--- src/rtl/eth_rx_frame_ctrl_if.sv ---
// Byte-stream, buffer-write and frame-handoff signals of the RX frame controller.
// slave is the controller side; master is the receiver/buffer/consumer side.
interface eth_rx_frame_ctrl_if #(
    parameter int ADDR_W = 11
);
    logic [7:0]        byte_i;
    logic              byte_valid_i;
    logic              crs_dv_i;
    logic              rx_er_i;
    logic              frame_ack_i;
    logic              wr_en_o;
    logic [ADDR_W-1:0] wr_addr_o;
    logic [7:0]        wr_data_o;
    logic              frame_valid_o;
    logic [ADDR_W:0]   frame_len_o;

    modport slave (
        input  byte_i, byte_valid_i, crs_dv_i, rx_er_i, frame_ack_i,
        output wr_en_o, wr_addr_o, wr_data_o, frame_valid_o, frame_len_o
    );

    modport master (
        output byte_i, byte_valid_i, crs_dv_i, rx_er_i, frame_ack_i,
        input  wr_en_o, wr_addr_o, wr_data_o, frame_valid_o, frame_len_o
    );
endinterface

--- src/rtl/eth_rx_frame_ctrl.sv ---
// Ethernet RX frame controller: sequences received bytes into frames, filters on
// destination MAC, checks length and CRC-32 residue, writes accepted bytes to a
// single-frame buffer and hands the frame to the consumer with valid/ack.
module eth_rx_frame_ctrl #(
    parameter int ADDR_W  = 11,
    parameter int MIN_LEN = 64,
    parameter int MAX_LEN = 1518
) (
    input  logic                 clk,
    input  logic                 rst_n,
    eth_rx_frame_ctrl_if.slave   rx,
    input  logic [47:0]          mac_addr_i,
    input  logic                 promisc_i,
    output logic [15:0]          drop_cnt_o
);
    localparam logic [31:0]   CRC_RESIDUE = 32'hDEBB20E3;
    localparam logic [ADDR_W:0] MIN_L     = (ADDR_W+1)'(MIN_LEN);
    localparam logic [ADDR_W:0] MAX_L     = (ADDR_W+1)'(MAX_LEN);
    localparam logic [ADDR_W:0] LAST_DA   = (ADDR_W+1)'(5);

    typedef enum logic [2:0] {SYNC, IDLE, ADDR, DATA, DISCARD, HOLD} state_t;

    state_t          state;
    logic            crs_prev;
    logic [ADDR_W:0] len;
    logic [31:0]     crc;
    logic            own_ok;
    logic            bc_ok;
    logic            armed;

    logic            gap;
    logic            er;
    logic [2:0]      idx;
    logic [47:0]     mac_sh;
    logic [7:0]      mac_byte;
    logic            own_nxt;
    logic            bc_nxt;
    logic [31:0]     crc_upd;

    function automatic logic [31:0] crc_step(input logic [31:0] c, input logic [7:0] d);
        logic [31:0] r;
        r = c;
        for (int unsigned i = 0; i < 8; i++) begin
            if (r[0] ^ d[i]) r = (r >> 1) ^ 32'hEDB88320;
            else             r = r >> 1;
        end
        return r;
    endfunction

    function automatic logic [15:0] sat_inc(input logic [15:0] v);
        return (v == 16'hFFFF) ? v : v + 16'd1;
    endfunction

    // EOF-gap detect, destination byte compare and next CRC for the current byte
    always_comb begin
        gap      = !rx.crs_dv_i && !crs_prev;
        er       = rx.rx_er_i && rx.crs_dv_i;
        idx      = (state == IDLE) ? 3'd0 : len[2:0];
        mac_sh   = mac_addr_i << {idx, 3'b000};
        mac_byte = mac_sh[47:40];
        own_nxt  = ((state == IDLE) || own_ok) && (rx.byte_i == mac_byte);
        bc_nxt   = ((state == IDLE) || bc_ok) && (rx.byte_i == 8'hFF);
        crc_upd  = crc_step((state == IDLE) ? '1 : crc, rx.byte_i);
    end

    // Frame FSM with registered buffer-write, handoff and drop-counter outputs
    always_ff @(posedge clk) begin
        if (!rst_n) begin
            state            <= SYNC;
            crs_prev         <= 1'b1;
            len              <= '0;
            crc              <= '1;
            own_ok           <= 1'b0;
            bc_ok            <= 1'b0;
            armed            <= 1'b0;
            rx.wr_en_o       <= 1'b0;
            rx.wr_addr_o     <= '0;
            rx.wr_data_o     <= '0;
            rx.frame_valid_o <= 1'b0;
            rx.frame_len_o   <= '0;
            drop_cnt_o       <= '0;
        end else begin
            crs_prev   <= rx.crs_dv_i;
            rx.wr_en_o <= 1'b0;
            case (state)
                SYNC: begin
                    if (gap) state <= IDLE;
                end
                IDLE: begin
                    if (rx.byte_valid_i) begin
                        rx.wr_en_o   <= 1'b1;
                        rx.wr_addr_o <= '0;
                        rx.wr_data_o <= rx.byte_i;
                        len          <= (ADDR_W+1)'(1);
                        crc          <= crc_upd;
                        own_ok       <= own_nxt;
                        bc_ok        <= bc_nxt;
                        if (!promisc_i && !own_nxt && !bc_nxt) state <= DISCARD;
                        else                                   state <= ADDR;
                    end
                end
                ADDR: begin
                    if (er) begin
                        state <= DISCARD;
                    end else if (gap) begin
                        drop_cnt_o <= sat_inc(drop_cnt_o);
                        state      <= IDLE;
                    end else if (rx.byte_valid_i) begin
                        rx.wr_en_o   <= 1'b1;
                        rx.wr_addr_o <= len[ADDR_W-1:0];
                        rx.wr_data_o <= rx.byte_i;
                        len          <= len + 1'b1;
                        crc          <= crc_upd;
                        own_ok       <= own_nxt;
                        bc_ok        <= bc_nxt;
                        if (!promisc_i && !own_nxt && !bc_nxt) state <= DISCARD;
                        else if (len == LAST_DA)               state <= DATA;
                    end
                end
                DATA: begin
                    if (er) begin
                        state <= DISCARD;
                    end else if (gap) begin
                        if (len >= MIN_L && crc == CRC_RESIDUE) begin
                            rx.frame_valid_o <= 1'b1;
                            rx.frame_len_o   <= len;
                            armed            <= 1'b1;
                            state            <= HOLD;
                        end else begin
                            drop_cnt_o <= sat_inc(drop_cnt_o);
                            state      <= IDLE;
                        end
                    end else if (rx.byte_valid_i) begin
                        if (len == MAX_L) begin
                            state <= DISCARD;
                        end else begin
                            rx.wr_en_o   <= 1'b1;
                            rx.wr_addr_o <= len[ADDR_W-1:0];
                            rx.wr_data_o <= rx.byte_i;
                            len          <= len + 1'b1;
                            crc          <= crc_upd;
                        end
                    end
                end
                DISCARD: begin
                    if (gap) begin
                        drop_cnt_o <= sat_inc(drop_cnt_o);
                        state      <= IDLE;
                    end
                end
                HOLD: begin
                    // armed marks "an EOF gap has passed since the last overrun count",
                    // so a frame arriving while held is counted once, on its first byte
                    if (rx.frame_ack_i) begin
                        rx.frame_valid_o <= 1'b0;
                        state            <= SYNC;
                    end else if (rx.byte_valid_i && armed) begin
                        drop_cnt_o <= sat_inc(drop_cnt_o);
                        armed      <= 1'b0;
                    end else if (gap) begin
                        armed <= 1'b1;
                    end
                end
                default: state <= SYNC;
            endcase
        end
    end
endmodule

--- src/flat_wrapper.sv ---
// flat-port wrapper written by rule: the top's interface ports become plain ports
module eth_rx_frame_ctrl_flat 
#(
    parameter int ADDR_W  = 11,
    parameter int MIN_LEN = 64,
    parameter int MAX_LEN = 1518
)
  (clk, rst_n, mac_addr_i, promisc_i, drop_cnt_o, rx_byte_i, rx_byte_valid_i, rx_crs_dv_i, rx_rx_er_i, rx_frame_ack_i, rx_wr_en_o, rx_wr_addr_o, rx_wr_data_o, rx_frame_valid_o, rx_frame_len_o);
  eth_rx_frame_ctrl_if #(.ADDR_W(ADDR_W)) rx_i ();
  input  logic clk;
  input  logic rst_n;
  input  logic [47:0] mac_addr_i;
  input  logic promisc_i;
  output logic [15:0] drop_cnt_o;
  input wire logic [$bits(rx_i.byte_i)-1:0] rx_byte_i;
  input wire logic [$bits(rx_i.byte_valid_i)-1:0] rx_byte_valid_i;
  input wire logic [$bits(rx_i.crs_dv_i)-1:0] rx_crs_dv_i;
  input wire logic [$bits(rx_i.rx_er_i)-1:0] rx_rx_er_i;
  input wire logic [$bits(rx_i.frame_ack_i)-1:0] rx_frame_ack_i;
  output wire logic [$bits(rx_i.wr_en_o)-1:0] rx_wr_en_o;
  output wire logic [$bits(rx_i.wr_addr_o)-1:0] rx_wr_addr_o;
  output wire logic [$bits(rx_i.wr_data_o)-1:0] rx_wr_data_o;
  output wire logic [$bits(rx_i.frame_valid_o)-1:0] rx_frame_valid_o;
  output wire logic [$bits(rx_i.frame_len_o)-1:0] rx_frame_len_o;
  assign rx_i.byte_i = rx_byte_i;
  assign rx_i.byte_valid_i = rx_byte_valid_i;
  assign rx_i.crs_dv_i = rx_crs_dv_i;
  assign rx_i.rx_er_i = rx_rx_er_i;
  assign rx_i.frame_ack_i = rx_frame_ack_i;
  assign rx_wr_en_o = rx_i.wr_en_o;
  assign rx_wr_addr_o = rx_i.wr_addr_o;
  assign rx_wr_data_o = rx_i.wr_data_o;
  assign rx_frame_valid_o = rx_i.frame_valid_o;
  assign rx_frame_len_o = rx_i.frame_len_o;
  eth_rx_frame_ctrl #(.ADDR_W(ADDR_W), .MIN_LEN(MIN_LEN), .MAX_LEN(MAX_LEN)) u_core (.clk(clk), .rst_n(rst_n), .rx(rx_i), .mac_addr_i(mac_addr_i), .promisc_i(promisc_i), .drop_cnt_o(drop_cnt_o));
endmodule
--- config.mk ---
export PLATFORM = sky130hd
export DESIGN_NAME = eth_rx_frame_ctrl_flat
export DESIGN_NICKNAME = d
export VERILOG_FILES = /design/src/rtl/eth_rx_frame_ctrl_if.sv /design/src/rtl/eth_rx_frame_ctrl.sv /design/src/flat_wrapper.sv
export SDC_FILE = /design/constraint.sdc
export NUM_CORES = 1
export LEC_CHECK = 0
export BUFFER_PORTS_ARGS = -buffer_cell sky130_fd_sc_hd__buf_2
export CAP_MARGIN = 0
export CORE_MARGIN = 2
export CORE_UTILIZATION = 24
export CTS_BUF_LIST = sky130_fd_sc_hd__clkbuf_16
export CTS_CLUSTER_SIZE = 30
export DETAILED_ROUTE_END_ITERATION = 8
export HOLD_SLACK_MARGIN = 0.05
export PLACE_DENSITY = 0.47
export SYNTH_ARGS = -nofsm -noshare
export SYNTH_HDL_FRONTEND = slang
export SYNTH_SLANG_ARGS = --single-unit
--- constraint.sdc ---
create_clock -name clk -period 2.45 [get_ports clk]
set_input_delay 0.735 -clock clk [delete_from_list [all_inputs] [get_ports clk]]
set_output_delay 0.735 -clock clk [all_outputs]
set_load 0.01 [all_outputs]
==> results.tsv <==
stage	metric	value	unit
pwr	Lkg Pwr	3.67	nW
drt	Via-to-Cell Ratio	4.51	
clocking	CTS Buf Count	9	
floorplan	Starting Density	24.4	%
timing	setup TNS	-0.341	ns
timing	fin crit period	2.59	ns
timing	Worst Setup Slack, final	-0.137	ns
timing	period utilization	106	%
clocking	Clk Latency, worst-skew pair	0.36	ns
floorplan	# IOs	112	
timing	RSZ-0062 raised after global routing	yes	
timing	slew at the pin with the worst max-slew slack	0.410	ns
timing	final setup violation count	3	
yosys	synth cell count leaders	dfxtp_1 (100), nand2_1 (92), xnor2_1 (62), nor2_1 (56), clkbuf_1 (35)	
drt	Avg WL per Cell	14.9	um
final_layout	share of layout cells above drive strength 1	35.3	%
timing	Hold Fails Final Rpt	0	
clocking	CTS max path bufs	2	
outcome	status	finished, violations left	
final_layout	Filler cells	2624	
yosys	syn nets	780	
job	Max Cap Viol	0	
pwr	worst-case vdd ir drop	0.408	mV
grt	largest net degree at the start of global routing	55	
critical_path	CP startpoint kind	flip-flop	
yosys	cell with the most instances after synthesis	dfxtp_1	
yosys	mapped cell area	0.00610	sq mm
clocking	CTS sink cnt	100	
floorplan	Placeable Area	0.0250	sq mm
timing	clk_skew	0.0101	ns
drt	post-route ant nets	0	
yosys	fraction of registers with async set or reset after synthesis	0	%
timing	WHS	0.456	ns
clocking	Reg clk slew, reported paths	0.07	ns
yosys	sequential-to-total area share from yosys stat	32.8	%
critical_path	crit path kind	reg2reg	
worst_hold_path	type of the worst min-delay path	reg2reg	
timing	Highest Clock Rate	0.387	GHz
yosys	flops & latches, synth	100	
drt	routed wire length	18600	um
final_layout	area grow syn2layout	38.8	%
final_layout	diode count	0	
yosys	Synth cell types	72	
drt	Iter 0 DRT Violations	341	
clocking	CTS tree	yes	
drt	DR vias	5632	
yosys	largest area contributor in the netlist	dfxtp_1	
drt	drt drc	0	
clocking	clk root buf	clkbuf_16	
timing	Final Max Tran Viols	0	
final_layout	Final Net Count	984	
yosys	Synth Flop Type	dfxtp_1	
yosys	Synth area leaders	dfxtp_1 (33%), xnor2_1 (8.9%), nand2_1 (5.7%)	
yosys	Mapped Cells	712	
critical_path	CP endpoint kind	flip-flop	
clocking	CTS H-tree lvls	3	
clocking	hold bufs inserted after CTS	0	
placement	PortBufs	111	
drt	first-pass detailed-route iteration total	4	
timing	Worst slew margin	72.6	%
grt	vias in the first global route	5360	
yosys	EDFF count, synth	0	
grt	initial antenna violation count	1	
grt	total gr overflow	0	
final_layout	Util after Layout	33.8	%
grt	total track usage	14.0	%
grt	first-pass GRT wire length	29000	um
yosys	syn_area_per_cell	8.57	sq um
floorplan	Placement Rows	58	
outcome	failing checks	setup timing	
floorplan	DIE WIDTH	163	um
pwr	power per cell area	759	mW/mm^2
yosys	total number of yosys warnings	0	
floorplan	die height	163	um
placement	Placer Congestion	0.798	
yosys	post-synth top area share	32.8	%
placement	DP HPWL	14200	um
floorplan	Die Area	0.0267	sq mm
critical_path	crit path DAT	2.88	ns
critical_path	top fanout value on the critical path	7	
critical_path	WP data required	2.75	ns
area by class of cell:
| class | count | area (sq um) | area share (%) |
|---|---|---|---|
| Clock buffer | 9 | 225 | 2.66 |
| Clock inverter | 6 | 90.1 | 1.06 |
| Inverter | 13 | 48.8 | 0.576 |
| Multi-Input combinational cell | 547 | 4000 | 47.3 |
| Sequential cell | 100 | 2020 | 23.8 |
| Tap cell | 330 | 413 | 4.87 |
| Timing Repair Buffer | 245 | 1670 | 19.7 |
where the power goes:
| part | total, mW | switching [mW] | leakage [nW] | internal (mW) |
|---|---|---|---|---|
| Sequential | 1.88 | 0.115 | 0.813 | 1.76 |
| Clock | 1.55 | 0.660 | 0.151 | 0.892 |
| Combinational | 3.00 | 1.48 | 2.71 | 1.52 |
repair_timing:
item,in CTS,in global routing
gates resized for setup,10,33
pin swaps,6,8
buffers inserted,3,5
endpoints found under the setup margin,8,41
worst paths after layout:
| path | from | to | slack [ns] | cells past startpoint |
|---|---|---|---|---|
| max | u_core.state[1] | u_core.state[0] | -0.14 | 8 |
| min | u_core.rx.wr_addr_o[3] | u_core.rx.wr_addr_o[3] | 0.46 | 2 |
| max reg2reg | u_core.state[1] | u_core.state[0] | -0.14 | 8 |
| min reg2reg | u_core.rx.wr_addr_o[3] | u_core.rx.wr_addr_o[3] | 0.46 | 2 |
registers in the layout (all words and copies together), names as in the netlist:
name / cells
u_core.rx.wr_en_o: 1
u_core.rx.wr_data_o: 8
u_core.armed: 1
u_core.crs_prev: 1
u_core.crc: 32
u_core.rx.wr_addr_o: 11
u_core.state: 3
u_core.own_ok: 1
u_core.rx.frame_valid_o: 1
u_core.bc_ok: 1
u_core.len: 12
u_core.rx.frame_len_o: 12
u_core.drop_cnt_o: 16
metrics by stage:
step	cells	power (mW)	area (sq um)	setup slack [ns]
floorplan	712	3.78	6120	0.00363
global placement	1227	4.74	7890	-0.289
detailed placement	1227	4.75	7890	-0.375
CTS	1245	6.37	8260	-0.161
global route	1250	6.85	8470	-0.227
finish	1250	6.43	8470	-0.137
metal layers:
layer	track usage [%]	up-vias	share of wire, %
met2	21.2	121	43
met4	4.98	0	1.8
li1	-	2863	-
met5	0	-	0
met3	2.56	22	4.4
met1	19.8	2626	51
worst max-delay path, cell delays in order, from the launching register on:
cell	delay, ns
dfxtp_4	0.36
or3b_4	0.46
o221a_4	0.31
or3_4	0.37
a2111oi_4	0.42
buf_4	0.19
a21boi_4	0.05
o31ai_2	0.17
o2111a_1	0.20
logic make-up (layout without fill, tap and decap cells):
group	count (synthesis)	count (layout)	share of synthesized area (%)
buffers and inverters	65	273	4.90
XOR/XNOR	103	103	16.9
flip-flops	100	100	32.8
AO/OA/AOI/OAI	132	132	16.7
multiplexers	27	27	4.45
AND/OR/NAND/NOR	280	280	23.2
adder cells (fa/ha/maj)	5	5	1.03
cells in the final DEF (no fill, tap or decap), drive strengths merged, types with 17 or more instances in the layout:
master,Yosys,final
xnor2,71,71
o21ai,17,17
mux2i,26,26
nand2,92,92
buf,17,245
o211ai,33,33
nor2b,24,24
and2,20,20
a21oi,19,19
nor2,59,59
dfxtp,100,100
xor2,32,32
Note: power is estimated with default switching activity, not from simulation.
